[config.mk]
export PLATFORM = sky130hd
export DESIGN_NAME = temp_sensor_reader
export DESIGN_NICKNAME = d
export VERILOG_FILES = /design/src/rtl/temp_pkg.sv /design/src/rtl/temp_sensor_reader_bin2bcd.sv /design/src/rtl/temp_sensor_reader.sv
export SDC_FILE = /design/constraint.sdc
export NUM_CORES = 1
export LEC_CHECK = 0
export CAP_MARGIN = 20
export CORE_MARGIN = 2
export CORE_UTILIZATION = 61
export DETAILED_ROUTE_END_ITERATION = 10
export MAX_ROUTING_LAYER = met4
export PLACE_DENSITY = 0.8
export SYNTH_ARGS = -nofsm -noshare
export SYNTH_HDL_FRONTEND = slang
export SYNTH_HIERARCHICAL = 1
export SYNTH_SLANG_ARGS = --single-unit
[constraint.sdc]
create_clock -name clk -period 2.2 [get_ports clk]
set_input_delay 0.22 -clock clk [delete_from_list [all_inputs] [get_ports clk]]
set_output_delay 0.22 -clock clk [all_outputs]
set_load 0.03 [all_outputs]
[src/rtl/temp_pkg.sv]
// Shared definitions for the temperature sensor reader: FSM states, frame layout
// constants and the degree clamp helper.
package temp_pkg;

    typedef enum logic [2:0] {
        IDLE,
        CS_SETUP,
        SHIFT,
        CS_HOLD,
        CONVERT,
        UPDATE
    } state_t;

    localparam int FRAME_BITS = 16;
    localparam int RAW_MSB    = 15;
    localparam int RAW_LSB    = 5;
    localparam int DEG_LSB    = 7;
    localparam int TEMP_MAX   = 99;

    localparam int RAW_BITS   = RAW_MSB - RAW_LSB + 1;
    // Two guard bits so a sum of four readings fits before the divide.
    localparam int DEG_W      = RAW_BITS + 2;

    typedef struct packed {
        logic [6:0] value;
        logic       neg;
        logic       ovr;
    } clamp_t;

    function automatic clamp_t clamp_deg(input logic signed [DEG_W-1:0] deg);
        clamp_t r;
        r.value = deg[6:0];
        r.neg   = 1'b0;
        r.ovr   = 1'b0;
        if (int'(deg) < 0) begin
            r.value = 7'd0;
            r.neg   = 1'b1;
        end else if (int'(deg) > TEMP_MAX) begin
            r.value = 7'(TEMP_MAX);
            r.ovr   = 1'b1;
        end
        return r;
    endfunction

endpackage

[src/rtl/temp_sensor_reader_bin2bcd.sv]
// Sequential double-dabble: converts a 7-bit binary value into tens/units BCD
// digits, one shift per cycle, done pulses 7 cycles after start.
module bin2bcd_seq (
    input  logic       clk,
    input  logic       rst_n,
    input  logic       start,
    input  logic [6:0] bin,
    output logic       done,
    output logic [3:0] tens,
    output logic [3:0] units
);

    logic [14:0] sr_q, sr_d;
    logic [2:0]  cnt_q, cnt_d;
    logic        busy_q, busy_d;
    logic        done_q, done_d;
    logic [3:0]  t_adj, u_adj;
    logic [14:0] adj;

    always_comb begin
        sr_d   = sr_q;
        cnt_d  = cnt_q;
        busy_d = busy_q;
        done_d = 1'b0;
        t_adj  = (sr_q[14:11] >= 4'd5) ? sr_q[14:11] + 4'd3 : sr_q[14:11];
        u_adj  = (sr_q[10:7]  >= 4'd5) ? sr_q[10:7]  + 4'd3 : sr_q[10:7];
        adj    = {t_adj, u_adj, sr_q[6:0]};
        if (start) begin
            sr_d   = {8'd0, bin};
            cnt_d  = 3'd0;
            busy_d = 1'b1;
        end else if (busy_q) begin
            sr_d  = adj << 1;
            cnt_d = cnt_q + 3'd1;
            if (cnt_q == 3'd6) begin
                busy_d = 1'b0;
                done_d = 1'b1;
            end
        end
    end

    always_ff @(posedge clk or negedge rst_n) begin
        if (!rst_n) begin
            sr_q   <= '0;
            cnt_q  <= '0;
            busy_q <= 1'b0;
            done_q <= 1'b0;
        end else begin
            sr_q   <= sr_d;
            cnt_q  <= cnt_d;
            busy_q <= busy_d;
            done_q <= done_d;
        end
    end

    assign done  = done_q;
    assign tens  = sr_q[14:11];
    assign units = sr_q[10:7];

endmodule

[src/rtl/temp_sensor_reader.sv]
// Periodic SPI mode-0 reader for the temperature sensor, producing clamped BCD degrees.
// Define TEMP_AVG_EN to average the last four readings before conversion.
module temp_sensor_reader
    import temp_pkg::*;
#(
    parameter int CLK_DIV       = 50,
    parameter int SAMPLE_PERIOD = 5_000_000
) (
    input  logic       clk,
    input  logic       rst_n,
    output logic       spi_sclk,
    output logic       spi_cs_n,
    input  logic       spi_miso,
    output logic [3:0] TEMP_t,
    output logic [3:0] TEMP_u,
    output logic       temp_neg,
    output logic       temp_ovr,
    output logic       temp_valid
);

    localparam int TIMER_W = $clog2(SAMPLE_PERIOD);
    localparam int DIV_W   = $clog2(CLK_DIV);
    localparam logic [TIMER_W-1:0] TIMER_LAST = TIMER_W'(SAMPLE_PERIOD - 1);
    localparam logic [DIV_W-1:0]   DIV_LAST   = DIV_W'(CLK_DIV - 1);
    localparam logic [3:0]         BIT_LAST   = 4'(FRAME_BITS - 1);

    state_t                  state_q, state_d;
    logic [TIMER_W-1:0]      timer_q, timer_d;
    logic [DIV_W-1:0]        div_q, div_d;
    logic [3:0]              bit_q, bit_d;
    logic                    sclk_q, sclk_d;
    logic                    cs_n_q, cs_n_d;
    logic [FRAME_BITS-1:0]   shift_q, shift_d;
    logic                    started_q, started_d;
    logic [3:0]              temp_t_q, temp_t_d;
    logic [3:0]              temp_u_q, temp_u_d;
    logic                    neg_q, neg_d;
    logic                    ovr_q, ovr_d;
    logic                    valid_q, valid_d;

    logic                    bcd_start, bcd_done;
    logic [3:0]              bcd_tens, bcd_units;
    logic signed [RAW_BITS-1:0] reading;
    logic signed [DEG_W-1:0]    deg;
    clamp_t                     clamp_r;

    assign reading = shift_q[RAW_MSB:RAW_LSB];

`ifdef TEMP_AVG_EN
    logic signed [RAW_BITS-1:0] buf_q [4];
    logic signed [RAW_BITS-1:0] buf_d [4];
    logic signed [DEG_W-1:0]    buf_ext [4];
    logic signed [DEG_W-1:0]    buf_sum, buf_avg;
    logic [1:0]                 wr_ptr_q, wr_ptr_d;
    logic                       filled_q, filled_d;
    logic                       frame_done;

    assign frame_done = (state_q == CS_HOLD) && (div_q == DIV_LAST);

    genvar gi;
    for (gi = 0; gi < 4; gi++) begin : g_ext
        assign buf_ext[gi] = {{(DEG_W-RAW_BITS){buf_q[gi][RAW_BITS-1]}}, buf_q[gi]};
    end

    assign buf_sum = buf_ext[0] + buf_ext[1] + buf_ext[2] + buf_ext[3];
    assign buf_avg = buf_sum >>> 2;
    assign deg     = buf_avg >>> (DEG_LSB - RAW_LSB);

    always_comb begin
        for (int i = 0; i < 4; i++) buf_d[i] = buf_q[i];
        wr_ptr_d = wr_ptr_q;
        filled_d = filled_q;
        if (frame_done) begin
            // First frame after reset seeds every slot so the average starts at that reading.
            if (!filled_q) begin
                for (int i = 0; i < 4; i++) buf_d[i] = reading;
                filled_d = 1'b1;
                wr_ptr_d = 2'd0;
            end else begin
                buf_d[wr_ptr_q] = reading;
                wr_ptr_d        = wr_ptr_q + 2'd1;
            end
        end
    end

    always_ff @(posedge clk or negedge rst_n) begin
        if (!rst_n) begin
            for (int i = 0; i < 4; i++) buf_q[i] <= '0;
            wr_ptr_q <= '0;
            filled_q <= 1'b0;
        end else begin
            for (int i = 0; i < 4; i++) buf_q[i] <= buf_d[i];
            wr_ptr_q <= wr_ptr_d;
            filled_q <= filled_d;
        end
    end
`else
    assign deg = $signed({{(DEG_W-RAW_BITS){reading[RAW_BITS-1]}}, reading})
                 >>> (DEG_LSB - RAW_LSB);
`endif

    assign clamp_r = clamp_deg(deg);

    always_comb begin
        state_d   = state_q;
        timer_d   = timer_q;
        div_d     = div_q;
        bit_d     = bit_q;
        sclk_d    = sclk_q;
        cs_n_d    = cs_n_q;
        shift_d   = shift_q;
        started_d = started_q;
        temp_t_d  = temp_t_q;
        temp_u_d  = temp_u_q;
        neg_d     = neg_q;
        ovr_d     = ovr_q;
        valid_d   = 1'b0;
        bcd_start = 1'b0;
        case (state_q)
            IDLE: begin
                if (timer_q == TIMER_LAST) begin
                    cs_n_d  = 1'b0;
                    timer_d = '0;
                    div_d   = '0;
                    state_d = CS_SETUP;
                end else begin
                    timer_d = timer_q + 1'b1;
                end
            end
            CS_SETUP: begin
                if (div_q == DIV_LAST) begin
                    div_d   = '0;
                    bit_d   = '0;
                    state_d = SHIFT;
                end else begin
                    div_d = div_q + 1'b1;
                end
            end
            SHIFT: begin
                if (div_q != DIV_LAST) begin
                    div_d = div_q + 1'b1;
                end else begin
                    div_d = '0;
                    if (!sclk_q) begin
                        sclk_d  = 1'b1;
                        shift_d = {shift_q[FRAME_BITS-2:0], spi_miso};
                    end else begin
                        sclk_d = 1'b0;
                        if (bit_q == BIT_LAST) state_d = CS_HOLD;
                        else                   bit_d   = bit_q + 4'd1;
                    end
                end
            end
            CS_HOLD: begin
                if (div_q == DIV_LAST) begin
                    div_d     = '0;
                    cs_n_d    = 1'b1;
                    started_d = 1'b0;
                    state_d   = CONVERT;
                end else begin
                    div_d = div_q + 1'b1;
                end
            end
            CONVERT: begin
                if (!started_q) begin
                    bcd_start = 1'b1;
                    started_d = 1'b1;
                end else if (bcd_done) begin
                    state_d = UPDATE;
                end
            end
            UPDATE: begin
                // Digits and flags commit together so the display never sees a mix.
                temp_t_d = bcd_tens;
                temp_u_d = bcd_units;
                neg_d    = clamp_r.neg;
                ovr_d    = clamp_r.ovr;
                valid_d  = 1'b1;
                state_d  = IDLE;
            end
            default: state_d = IDLE;
        endcase
    end

    always_ff @(posedge clk or negedge rst_n) begin
        if (!rst_n) begin
            state_q   <= IDLE;
            timer_q   <= TIMER_LAST;
            div_q     <= '0;
            bit_q     <= '0;
            sclk_q    <= 1'b0;
            cs_n_q    <= 1'b1;
            shift_q   <= '0;
            started_q <= 1'b0;
            temp_t_q  <= '0;
            temp_u_q  <= '0;
            neg_q     <= 1'b0;
            ovr_q     <= 1'b0;
            valid_q   <= 1'b0;
        end else begin
            state_q   <= state_d;
            timer_q   <= timer_d;
            div_q     <= div_d;
            bit_q     <= bit_d;
            sclk_q    <= sclk_d;
            cs_n_q    <= cs_n_d;
            shift_q   <= shift_d;
            started_q <= started_d;
            temp_t_q  <= temp_t_d;
            temp_u_q  <= temp_u_d;
            neg_q     <= neg_d;
            ovr_q     <= ovr_d;
            valid_q   <= valid_d;
        end
    end

    bin2bcd_seq u_bcd (
        .clk   (clk),
        .rst_n (rst_n),
        .start (bcd_start),
        .bin   (clamp_r.value),
        .done  (bcd_done),
        .tens  (bcd_tens),
        .units (bcd_units)
    );

    assign spi_sclk   = sclk_q;
    assign spi_cs_n   = cs_n_q;
    assign TEMP_t     = temp_t_q;
    assign TEMP_u     = temp_u_q;
    assign temp_neg   = neg_q;
    assign temp_ovr   = ovr_q;
    assign temp_valid = valid_q;

endmodule

==> run_results.csv <==
group,metric,value,unit
run_status,status,"completed",
synth,synth_seq_area_share,50.96,%
die,core-area,6756,sq um
synth,async_reset_ff_share,100.0,%
timing,final_max_slew_viol_count,0,
worst_setup_path,crit_fanout,8,
synth,syn_nets,418,
grt,grt_pass1_wl,13.57,mm
clocking,cts_tree,"built",
routing,drt_first_pass_iters,4,
synth,yosys.area.top_type,"dfrtp_1",
layout,nets,430,
die,die-height,87.55,um
clocking,cts_sinks,86,
synth,syn_area,4258,sq um
placement,portBuffers,15,
hold_path,hp-class,"in2async",
clocking,numCtsBuffers,9,
job,max_cap_viol_count,0,
placement,gp_congestion,0.7993,
die,pin_count,16,
synth,synthTopCellsByCount,"dfrtp_1 (72), nand2_1 (46), nor2_1 (39)",
timing,max_freq,0.5045,GHz
clocking,cts-root-buf,"clkbuf_8",
timing,fin_crit_sh,90.11,%
timing,fin_worst_skew,0.009459,ns
synth,yosys_register_bits,86,
timing,worstMarginPinSlew,0.7020,ns
grt,met3_usage,5.561,%
timing,rsz0062_at_grt,"no",
worst_setup_path,crit_start,"timer_q[11]",
worst_setup_path,startpoint_type,"register",
clocking,cts_htree_levels,3,
synth,yosysTopAreaCellShare,42.32,%
grt,met2_usage,37.95,%
worst_setup_path,crit_path_cell_trace,"or4b_4 > nor4_4 > and2_1 > nand3b_1 > o21ai_1",
worst_setup_path,slowest_delay,0.57,ns
worst_setup_path,cp.arrival,2.27,ns
worst_setup_path,r2r_slack,0.22,ns
synth,synthMostInstantiatedCell,"dfrtp_1",
die,die_w,87.55,um
die,initial_core_util,63.02,%
routing,wire_per_inst,15.21,um
power,finalPower,2.724,mW
synth,synth_cell_type_count,54,
worst_setup_path,cp-end-kind,"register",
worst_setup_path,cp.required,2.48,ns
grt,use_met1,29.06,%
grt,grt_start_max_net_pins,52,
worst_setup_path,ff2ff_path_depth,5,
routing,drtAntennaViolNets,0,
clocking,cts.reportedPaths.clkPinSlew,0.08,ns
timing,hold_viol_final,0,
layout,area_growth,9.286,%
routing,drc,0,
routing,wl,7.633,mm
grt,top_usage_layer,"met2",
synth,syn_area_per_cell,10.51,sq um
clocking,clk_latency,0.35,ns
power,p_leak,2.074,nW
grt,grt_usage,23.34,%
power,p_per_area,585.3,nW/um^2
worst_setup_path,endpoint,"timer_q[22]",
placement,dpl.hpwl,5.400,mm
grt,antenna_found_initial,0,
synth,netlist_instances,405,
grt,grt-ovfl-total,0,
clocking,cts_buffer_depth,2,
die,die_area,7664,sq um
grt,grt_pass1_vias,3000,
routing,via_count,2965,
timing,finalSetupViolCount,0,
power,vdd_ir_drop_max,0.3648,mV
timing,maxSlewHeadroom,53.20,%
synth,yosys_warnings,6,
worst_setup_path,setup.worst_path.class,"reg2reg",
routing,dr.first_iter.drc_count,116,
layout,diodes,0,
synth,synth_edf_count,0,
routing,vias_per_cell,5.906,
timing,finalSetupTns,0,ns
synth,synth_area_leaders,"dfrtp_1 (42%), dfstp_2 (8.6%), mux2_2 (7.1%)",
synth,ys.flop_type,"dfrtp_1",
die,num_rows,30,
layout,drive_above_1_share,18.72,%
timing,min_period,1.982,ns
worst_setup_path,critical-path-slowest-cell,"dfstp_2",
worst_setup_path,timing.rr.end,"timer_q[22]",
worst_setup_path,r2r-start,"timer_q[11]",
==> flip-flops by register name, indices dropped and copies added (netlist names), 3 cells and up <==
signal	count
TEMP_t	4
shift_q	16
TEMP_u	4
div_q	6
u_bcd/sr_q	15
state_q	3
bit_q	4
u_bcd/cnt_q	3
timer_q	23
==> layout by cell type (no fill, tap or decap), types with 3 or more instances in the layout <==
cell and n:
buf_4 10, a31oi_1 5, dfrtp_1 72, and2_1 5, clkdlybuf4s50_1 14, o31ai_1 5
or3_1 3, ha_1 10, clkinv_2 3, inv_1 12, xor2_1 11, a21oi_1 6
xnor2_1 10, nor2_1 39, mux2i_1 8, nand2_1 46, nand3_1 16, nand2b_1 8
mux2_2 27, dfstp_2 14, o21ai_0 21, nor3_1 6, clkbuf_8 10, nand4_1 10
or4b_1 4
==> per-stage QoR <==
step	setup WS, ns	instances	hold slack (ns)	instance area (sq um)	util (%)
after global routing	0.05649	502	0.3909	4653	68.87
final	0.2176	502	0.3512	4653	68.87
after detailed placement	0.2199	485	0.2130	4439	65.70
after floorplan	0.4096	405	-0.07559	4258	-
after global placement	0.2537	485	0.2054	4439	65.70
after CTS	0.2142	502	0.3779	4648	68.80
==> cells by family (layout without fill, tap and decap cells) <==
group,Yosys count,count (layout),synth area share [%]
xor+xnor,21,21,4.320
flops,86,86,50.96
mux,35,35,9.021
compound gates,54,54,8.111
buf+inv,37,54,4.672
simple gates,162,162,19.98
fa+ha+maj,10,10,2.939
==> cell type report <==
| cell class | instances | area, sq um |
|---|---|---|
| clock buffers | 10 | 137.6 |
| clock inverters | 6 | 61.31 |
| fillers | 515 | 2103 |
| inverters | 12 | 45.04 |
| multi-input cells | 282 | 1894 |
| flip-flops and latches | 86 | 2170 |
| well taps | 80 | 100.1 |
| repair buffers | 26 | 245.2 |
==> layer usage <==
metal | share of wire [%] | vias to the layer above
met3 | 2.9 | 8
met1 | 45 | 1481
met5 | 0 | -
li1 | - | 1428
met2 | 50 | 48
met4 | 1.2 | 0
==> worst max-delay path, delay by kind of cell (launching register included) <==
kind	cells	cell delay, ns
AND/OR/NAND/NOR	4	1.29
AO/OA/AOI/OAI	1	0.06
flip-flops	1	0.57
==> report_power, final <==
part	switching [mW]	internal, mW	total, mW	leakage (nW)
Sequential	0.000625	1.58	1.58	1.15
Clock	0.552	0.552	1.10	0.102
Combinational	0.0301	0.00824	0.0384	0.822
==> worst min path at each step <==
| stage | start | endpoint | slack [ns] |
|---|---|---|---|
| 2_1_floorplan | rst_n | TEMP_t[0] | -0.08 |
| 3_3_place_gp | rst_n | bit_q[3] | 0.21 |
| 3_5_place_dp | rst_n | bit_q[1] | 0.21 |
| 4_1_cts | rst_n | bit_q[1] | 0.38 |
| 5_1_grt | rst_n | bit_q[3] | 0.39 |
| 6_report | rst_n | bit_q[3] | 0.35 |
==> timing repair <==
action / in CTS / in global routing
setup endpoints to repair: 0 / 1
setup buffers: 0 / 0
hold buffers: 1 / 0
hold endpoints to repair: 35 / 0
resized for setup: 0 / 1
Note: power is estimated with default switching activity, not from simulation.
